$ cat config.mk
export PLATFORM = sky130hd
export DESIGN_NAME = adam_mem_arbiter
export DESIGN_NICKNAME = d
export VERILOG_FILES = /design/src/rtl/adam_mem_arbiter.sv
export SDC_FILE = /design/constraint.sdc
export NUM_CORES = 1
export LEC_CHECK = 0
export CAP_MARGIN = 20
export CORE_MARGIN = 3
export CORE_UTILIZATION = 38
export DETAILED_ROUTE_END_ITERATION = 12
export HOLD_SLACK_MARGIN = 0.12
export PLACE_DENSITY = 0.77
export SYNTH_ARGS = -nofsm -noshare
export SYNTH_HDL_FRONTEND = slang
export SYNTH_SLANG_ARGS = --single-unit
$ cat constraint.sdc
create_clock -name clk_i -period 2.2 [get_ports clk_i]
set_clock_uncertainty 0.2 [all_clocks]
set_input_delay 0.33 -clock clk_i [delete_from_list [all_inputs] [get_ports clk_i]]
set_output_delay 0.33 -clock clk_i [all_outputs]
set_load 0.01 [all_outputs]
$ cat src/rtl/adam_mem_arbiter.sv
// adam_mem_arbiter: shares one external memory port between the Z80 CPU
// and the ADAMnet DMA block-transfer engine, with fairness and a watchdog.
//
// Ports:
//   clk_i, reset_n_i        clock, synchronous active-low reset
//   cpu_*                   CPU request (level), WAIT, done pulse, read data
//   dma_*                   DMA request (level until ack), ack pulse, read data
//   mem_*                   memory port: req held until ack, addr/data/we
//   err_o                   sticky bus-timeout flag
module adam_mem_arbiter #(
  parameter int AW          = 18,
  parameter int MAX_CPU_RUN = 4,
  parameter int TIMEOUT     = 63
) (
  input  logic          clk_i,
  input  logic          reset_n_i,
  input  logic          cpu_req_i,
  input  logic          cpu_we_i,
  input  logic [AW-1:0] cpu_addr_i,
  input  logic [7:0]    cpu_wdata_i,
  output logic [7:0]    cpu_rdata_o,
  output logic          cpu_wait_n_o,
  output logic          cpu_done_o,
  input  logic          dma_req_i,
  input  logic          dma_we_i,
  input  logic [AW-1:0] dma_addr_i,
  input  logic [7:0]    dma_wdata_i,
  output logic [7:0]    dma_rdata_o,
  output logic          dma_ack_o,
  output logic          mem_req_o,
  output logic          mem_we_o,
  output logic [AW-1:0] mem_addr_o,
  output logic [7:0]    mem_wdata_o,
  input  logic [7:0]    mem_rdata_i,
  input  logic          mem_ack_i,
  output logic          err_o
);

  typedef enum logic [1:0] {
    IDLE,
    CPU_ACC,
    DMA_ACC,
    DONE
  } state_t;

  localparam logic [3:0] RUN_MAX  = 4'(MAX_CPU_RUN);
  localparam logic [7:0] TMO_LAST = 8'(TIMEOUT - 1);

  state_t        state_q, state_d;
  logic [3:0]    run_q, run_d;
  logic [7:0]    tmo_q, tmo_d;
  logic          armed_q, armed_d;
  logic          mem_req_q, mem_req_d;
  logic          mem_we_q, mem_we_d;
  logic [AW-1:0] mem_addr_q, mem_addr_d;
  logic [7:0]    mem_wdata_q, mem_wdata_d;
  logic [7:0]    cpu_rdata_q, cpu_rdata_d;
  logic [7:0]    dma_rdata_q, dma_rdata_d;
  logic          cpu_done_q, cpu_done_d;
  logic          dma_ack_q, dma_ack_d;
  logic          err_q, err_d;

  logic cpu_pend;
  logic dma_pend;
  logic owner_cpu;
  logic fin;
  logic [7:0] fin_data;

  assign cpu_pend  = cpu_req_i & armed_q;
  assign dma_pend  = dma_req_i;
  assign owner_cpu = (state_q == CPU_ACC);

  always_comb begin
    state_d     = state_q;
    run_d       = run_q;
    tmo_d       = tmo_q;
    armed_d     = armed_q;
    mem_req_d   = mem_req_q;
    mem_we_d    = mem_we_q;
    mem_addr_d  = mem_addr_q;
    mem_wdata_d = mem_wdata_q;
    cpu_rdata_d = cpu_rdata_q;
    dma_rdata_d = dma_rdata_q;
    cpu_done_d  = 1'b0;
    dma_ack_d   = 1'b0;
    err_d       = err_q;
    fin         = 1'b0;
    fin_data    = 8'hFF;

    // Re-arm once the Z80 cycle ends so each cycle yields one access.
    if (!cpu_req_i) armed_d = 1'b1;

    unique case (state_q)
      IDLE: begin
        if (cpu_pend && (!dma_pend || run_q != RUN_MAX)) begin
          state_d     = CPU_ACC;
          armed_d     = 1'b0;
          run_d       = dma_req_i ?
                        ((run_q < RUN_MAX) ? run_q + 4'd1 : run_q) :
                        4'd0;
          mem_req_d   = 1'b1;
          mem_we_d    = cpu_we_i;
          mem_addr_d  = cpu_addr_i;
          mem_wdata_d = cpu_wdata_i;
          tmo_d       = 8'd0;
        end else if (dma_pend) begin
          state_d     = DMA_ACC;
          run_d       = 4'd0;
          mem_req_d   = 1'b1;
          mem_we_d    = dma_we_i;
          mem_addr_d  = dma_addr_i;
          mem_wdata_d = dma_wdata_i;
          tmo_d       = 8'd0;
        end
      end
      CPU_ACC, DMA_ACC: begin
        tmo_d = tmo_q + 8'd1;
        // An ack on the timeout cycle wins over the abort.
        if (mem_ack_i) begin
          fin      = 1'b1;
          fin_data = mem_rdata_i;
        end else if (tmo_q == TMO_LAST) begin
          fin      = 1'b1;
          fin_data = 8'hFF;
          err_d    = 1'b1;
        end
        if (fin) begin
          state_d   = DONE;
          mem_req_d = 1'b0;
          if (owner_cpu) begin
            cpu_done_d = 1'b1;
            if (!mem_we_q) cpu_rdata_d = fin_data;
          end else begin
            dma_ack_d = 1'b1;
            if (!mem_we_q) dma_rdata_d = fin_data;
          end
        end
      end
      DONE: begin
        state_d = IDLE;
      end
      default: begin
        state_d = IDLE;
      end
    endcase
  end

  always_ff @(posedge clk_i) begin
    if (!reset_n_i) begin
      state_q     <= IDLE;
      run_q       <= 4'd0;
      tmo_q       <= 8'd0;
      armed_q     <= 1'b1;
      mem_req_q   <= 1'b0;
      mem_we_q    <= 1'b0;
      mem_addr_q  <= '0;
      mem_wdata_q <= 8'd0;
      cpu_rdata_q <= 8'hFF;
      dma_rdata_q <= 8'hFF;
      cpu_done_q  <= 1'b0;
      dma_ack_q   <= 1'b0;
      err_q       <= 1'b0;
    end else begin
      state_q     <= state_d;
      run_q       <= run_d;
      tmo_q       <= tmo_d;
      armed_q     <= armed_d;
      mem_req_q   <= mem_req_d;
      mem_we_q    <= mem_we_d;
      mem_addr_q  <= mem_addr_d;
      mem_wdata_q <= mem_wdata_d;
      cpu_rdata_q <= cpu_rdata_d;
      dma_rdata_q <= dma_rdata_d;
      cpu_done_q  <= cpu_done_d;
      dma_ack_q   <= dma_ack_d;
      err_q       <= err_d;
    end
  end

  // WAIT: low while this Z80 cycle's access is pending or in flight.
  assign cpu_wait_n_o = ~(cpu_req_i & ~cpu_done_q &
                          (armed_q | owner_cpu));

  assign cpu_rdata_o = cpu_rdata_q;
  assign cpu_done_o  = cpu_done_q;
  assign dma_rdata_o = dma_rdata_q;
  assign dma_ack_o   = dma_ack_q;
  assign mem_req_o   = mem_req_q;
  assign mem_we_o    = mem_we_q;
  assign mem_addr_o  = mem_addr_q;
  assign mem_wdata_o = mem_wdata_q;
  assign err_o       = err_q;

endmodule

After elaboration in Yosys (flattened, before gate mapping)
Cells that the tools add are included.
{"block": "totals", "reg_bits": 62, "in_bits": 67, "wordCells": 79, "output_inout_bits": 48}
{"block": "op_classes", "bitwise": 9, "add_sub_neg": 2, "n_eq_ne": 8, "muxes": 30, "reduce_logical": 16, "n_lt_le_gt_ge": 1}
{"operator": "2-to-1 mux 8 bit", "n": 5}
{"operator": "2-to-1 mux 18 bit", "n": 2}
{"operator": "2-to-1 mux 4 bit", "n": 4}
{"operator": "one-hot mux 8 bit (2 select lines)", "n": 1}
{"operator": "2-to-1 mux 1 bit", "n": 13}
{"operator": "AND reduction 3 bit", "n": 4}
{"operator": "adder 8 x 1 -> 8 bit (second input constant)", "n": 1}
{"operator": "equality test 8 x 6 -> 1 bit (second input constant)", "n": 1}
{"operator": "AND reduction 4 bit", "n": 2}
{"operator": "2-to-1 mux 2 bit", "n": 3}
{"operator": "one-hot mux 2 bit (3 select lines)", "n": 1}
{"operator": "AND reduction 2 bit", "n": 3}
{"operator": "inverter 1 bit", "n": 5}
{"operator": "adder 4 x 1 -> 4 bit (second input constant)", "n": 1}
{"operator": "equality test 2 bit (second input constant)", "n": 2}
{"operator": "less-than comparator 4 x 3 -> 1 bit (second input constant)", "n": 1}
{"operator": "inequality test 4 x 3 -> 1 bit (second input constant)", "n": 1}
{"operator": "nonzero test 2 bit", "n": 2}
{"operator": "bitwise AND 1 bit", "n": 3}
{"operator": "inequality test 3 x 2 -> 1 bit (second input constant)", "n": 1}
{"operator": "inequality test 3 bit (second input constant)", "n": 1}
{"operator": "equality test 2 x 1 -> 1 bit (second input constant)", "n": 1}
{"operator": "logical NOT 2 bit", "n": 1}
{"operator": "inequality test 2 bit (second input constant)", "n": 1}
{"operator": "6 further kinds", "n": 6}

Longest topological paths before layout
{"block": "depth", "depth_word": 6, "ltp_mapped": 7, "ltp_nobuf": 6}

Worst setup path before layout
OpenSTA, ideal clock, no wires.
{"block": "synth_timing", "kind": "reg2reg", "start": "reg state_q[0]", "end": "reg dma_rdata_q[6] (netlist: dma_rdata_o[6])", "setup_ns": 0.059, "period_less_slack_ns": 1.812, "path_buffers": 1, "required_time_ns": 1.941, "arrival_ns": 1.553, "stages_incl_launch_ff": 7, "setup_slack_ns": 0.388, "path_cell_list": "dfxtp_1 -> inv_1 -> ha_1 -> or3b_1 -> buf_2 -> o21ai_4 -> o32a_1"}
{"block": "synth_between", "elab_chain_cells": 3, "elab_cells_between_ends": 5, "classes_between": "eq/ne (2); bitwise (1); reduce/logical (2)"}
{"element": "start: declaration", "line_no": "49", "text": "state_t state_q, state_d;"}
{"element": "start signal: assignment", "line_no": "164", "text": "state_q <= state_d;"}
{"element": "equality test 2 x 1 -> 1 bit / equality test 2 bit (equally long branches)", "line_no": "71, 93"}
{"element": "OR reduction 2 bit / inverter 1 bit (equally long branches)"}
{"element": "AND reduction 4 bit (no line) *"}
{"element": "end signal: assignment", "line_no": "173", "text": "dma_rdata_q <= dma_rdata_d;"}
{"element": "end: declaration", "line_no": "58", "text": "logic [7:0] dma_rdata_q, dma_rdata_d;"}
Every way passes the cells marked *; elsewhere a longest branch is shown, timed or not.
A chain may end at the register's enable or synchronous reset.

Worst setup path after layout
{"block": "layout_timing", "start": "reg state_q[0]", "end": "reg state_q[0]"}
{"block": "layout_between", "elab_chain_cells": 4, "elab_cells_between_ends": 9, "classes_between": "eq/ne (5); mux (1); reduce/logical (3)"}
{"element": "equality test 2 x 1 -> 1 bit / equality test 2 bit (equally long branches)", "line_no": "93", "text": "unique case (state_q)"}
{"element": "OR reduction 2 bit", "line_no": "93"}
{"element": "inequality test 2 bit (no line)"}
{"element": "AND reduction 2 bit (no line)"}
Several ways; a longest one is shown, not always the timed one.

==> reports/qor.txt <==
Status - finished clean
Register-to-register setup slack - 150 ps
Net Sw Frac - 32.2%
All-Layer GR Usage - 17.8%
Area contributors post-synth - dfxtp_1 46%, mux2i_1 10%, o21ai_0 6.7%
Ys flop type - dfxtp_1
Worst hold path depth - 1
Die height - 90.2 microns
Worst hold path class - reg2reg
Worst-path clk slew - 70 ps
Async set or reset register ratio after synthesis - 0%
Worst Reg-to-Reg Cells - 7
Proportion of synthesized area in mux cells - 10.0%
Slew @ Worst Pin - 526 ps
Sequential power share - 34.5%
Die X - 90.2 microns
Initial Util - 39.4%
Kind of start point of the critical path - register
Fmax - 0.489 GHz
Root Buffer - clkbuf_8
Synth warnings - 0
Grt ovf - 0
Synth area leader - dfxtp_1
GP Congestion - 0.789
ANT cells - 0
Min cycle time layout - 2050 ps
Vias per cell - 4.99
Area grow syn2layout - 56.8%
CTS tree - built
Comb power frac - 38.9%
Remaining DRCs - 0
Post-layout util - 61.8%
Worst skew pair latency - 330 ps
Worst r2r src - state_q[0]$_SDFFE_PN0P_
Fin nets - 469
H-tree depth - 3
Distinct cells, synth - 40
Number of synthesized flops with an enable pin - 0
Largest net degree at the start of global routing - 56
Final worst path period share - 93.0%
Int Power - 3.04 mW
I/O Pins - 115
Crit-path max FO - 6
Num Clock Sinks - 62
Hold Path End - dma_rdata_o[1]$_SDFFE_PN1P_
RSZ-0062 raised after global routing - no
Setup Crit Path Kind - reg2reg
Iter 0 DRT Violations - 113
Input/output buffers - 114
CP endpoint kind - register
Cts bufs inserted - 9
RR Endpoint - state_q[0]$_SDFFE_PN0P_
Die area - 0.00814 sq mm
Share of layout cells above drive strength 1 - 10.0%
Setup-failing EPs final - 0
Post-synth top area share - 46.1%
Pwr dens - 1060 mW/mm^2
Post-synthesis sequential area ratio - 46.1%
Critical Path AT - 2070 ps
Hold wc startpoint - dma_rdata_o[1]$_SDFFE_PN1P_
Leakage power figure - 1.58 nW
Main combinational cell family by area after synthesis - compound AO/OA/AOI/OAI gates
Filler instances - 601
Slew Limit Fails - 0
Cells after Synth - 274
Antenna-violating nets left - 0
Required time of the critical path - 2230 ps
Hold Vio Cnt, Final - 0
Cell Area, Synth - 0.00269 sq mm
Global-route wire length before repair - 11800 microns
First-pass DRT Iterations - 4
Simple-gate area share of the yosys netlist - 9.94%
Adder-Cell Fraction of Synth Area - 2.79%
Syn_area_per_cell - 9.83 sq um
Site Rows - 30
Via count - 2475
Final setup TNS - 0 ps
Initial antenna violation count - 0
FF+latch count, synth - 62
WL/cell - 14.5 microns
VDD IR max - 0.506 mV
Core area - 0.00683 sq mm
Clk buf depth - 2
P_sw - 1.44 mW
Clock share of power - 26.6%
Max-Slew Margin vs Limit - 64.9%
Final HPWL DP - 5290 microns
Mapped Nets - 347
Synth Area in XOR/XNOR - 1.95%
Final WL - 7190 microns
Area fraction in compound gates after synthesis - 24.6%
Max capacitance violation total - 0
Vias in the first global route - 2499
## Yosys cell counts (2+ instances only)
cell / n
a211oi_1: 4
a21boi_0: 3
a21oi_1: 31
a21oi_2: 2
buf_2: 4
buf_8: 2
clkbuf_1: 10
dfxtp_1: 62
ha_1: 6
inv_1: 10
mux2i_1: 27
nand2_1: 9
nand2b_1: 2
nand3_1: 2
nand3b_1: 2
nor2_1: 10
nor2b_1: 4
nor3_1: 2
nor3b_1: 3
nor3b_2: 2
o211ai_1: 2
o21ai_0: 36
o32a_1: 16
or4_1: 2
xnor2_1: 6
## logic make-up after synthesis
family / after synthesis
compound gates: 102
xor+xnor: 6
fa+ha+maj: 6
buf+inv: 26
flops: 62
mux: 27
simple gates: 45
## metrics by stage
stage	cells	total power [mW]	cell area [sq um]	hold slack, ps	setup slack [ps]
detailed placement	481	3.28	3980	260	35.7
CTS	496	4.50	4210	276	55.2
global route	496	4.74	4220	303	26.0
global placement	481	3.25	3980	254	77.3
finish	496	4.47	4220	273	155
floorplan	274	2.41	2690	236	388
## per-layer routing
metal  share of wire, %  GRT usage (%)  up-vias
li1                   -              -     1258
met1                 43           21.6     1117
met2                 47           28.4       91
met3                8.4           6.36        9
met4                1.5           8.04        0
met5                  0              0        -
## power by group through the flow
stage	clock, mW	combinational, mW	sequential [mW]
2_1_floorplan	0	0.756	1.66
3_3_place_gp	0	1.70	1.55
3_5_place_dp	0	1.72	1.56
4_1_cts	1.22	1.74	1.55
5_1_grt	1.26	1.90	1.58
6_report	1.19	1.74	1.54
## registers in the layout (all words and copies together), names as in the netlist, 2 cells and up
signal       flops
state_q          2
dma_rdata_o      8
mem_addr_o      18
cpu_rdata_o      8
run_q            4
mem_wdata_o      8
tmo_q            8
## worst max path at each step
stage / start / to / slack, ps
finish: state_q[0]$_SDFFE_PN0P_ / state_q[0]$_SDFFE_PN0P_ / 150
global route: state_q[0]$_SDFFE_PN0P_ / cpu_rdata_o[4]$_SDFFE_PN1P_ / 30
CTS: state_q[0]$_SDFFE_PN0P_ / dma_rdata_o[7]$_SDFFE_PN1P_ / 60
detailed placement: dma_req_i / state_q[0]$_SDFFE_PN0P_ / 40
global placement: dma_req_i / state_q[0]$_SDFFE_PN0P_ / 80
floorplan: state_q[0]$_SDFFE_PN0P_ / dma_rdata_o[6]$_SDFFE_PN1P_ / 390
## final cells by class
type                    instances  area, sq um  share of cell area, %
multi-input cells             186         1340                   31.7
clock inverters                 6          111                   2.64
repair buffers                127         1250                   29.6
clock buffers                   9          124                   2.93
well taps                      96          120                   2.84
inverters                      10         37.5                  0.889
flip-flops and latches         62         1240                   29.4
## critical path, stage by stage, from the launching register on
cell and delay [ps]:
dfxtp_1 380, inv_1 60, ha_1 360, buf_4 180
nand2b_1 60, a21oi_1 60, or4_1 490, o211a_1 150
## repair_timing
item                                    4_1_cts  5_1_grt
cloned                                        0        0
buffers inserted                              0        0
gates resized for setup                       1        2
endpoints found under the setup margin        1       15
hold buffers                                  0        0
hold endpoints to repair                      0        0
## layout by cell type (no fill, tap or decap), drive strengths merged, types with 2 or more instances in the layout
cell           count
clkdlybuf4s50    113
clkbuf             9
mux2i             27
a21oi             33
o32a              16
bufinv             3
xnor2              6
clkinv             2
nor3b              5
inv               10
ha                 6
dfxtp             62
nor2              11
nand2              9
nor3               2
a211oi             4
nand2b             2
nand3b             2
nand3              2
a21boi             3
buf               13
nor2b              4
o211ai             2
or4                2
o21ai             39
Note: power is estimated with default switching activity, not from simulation.
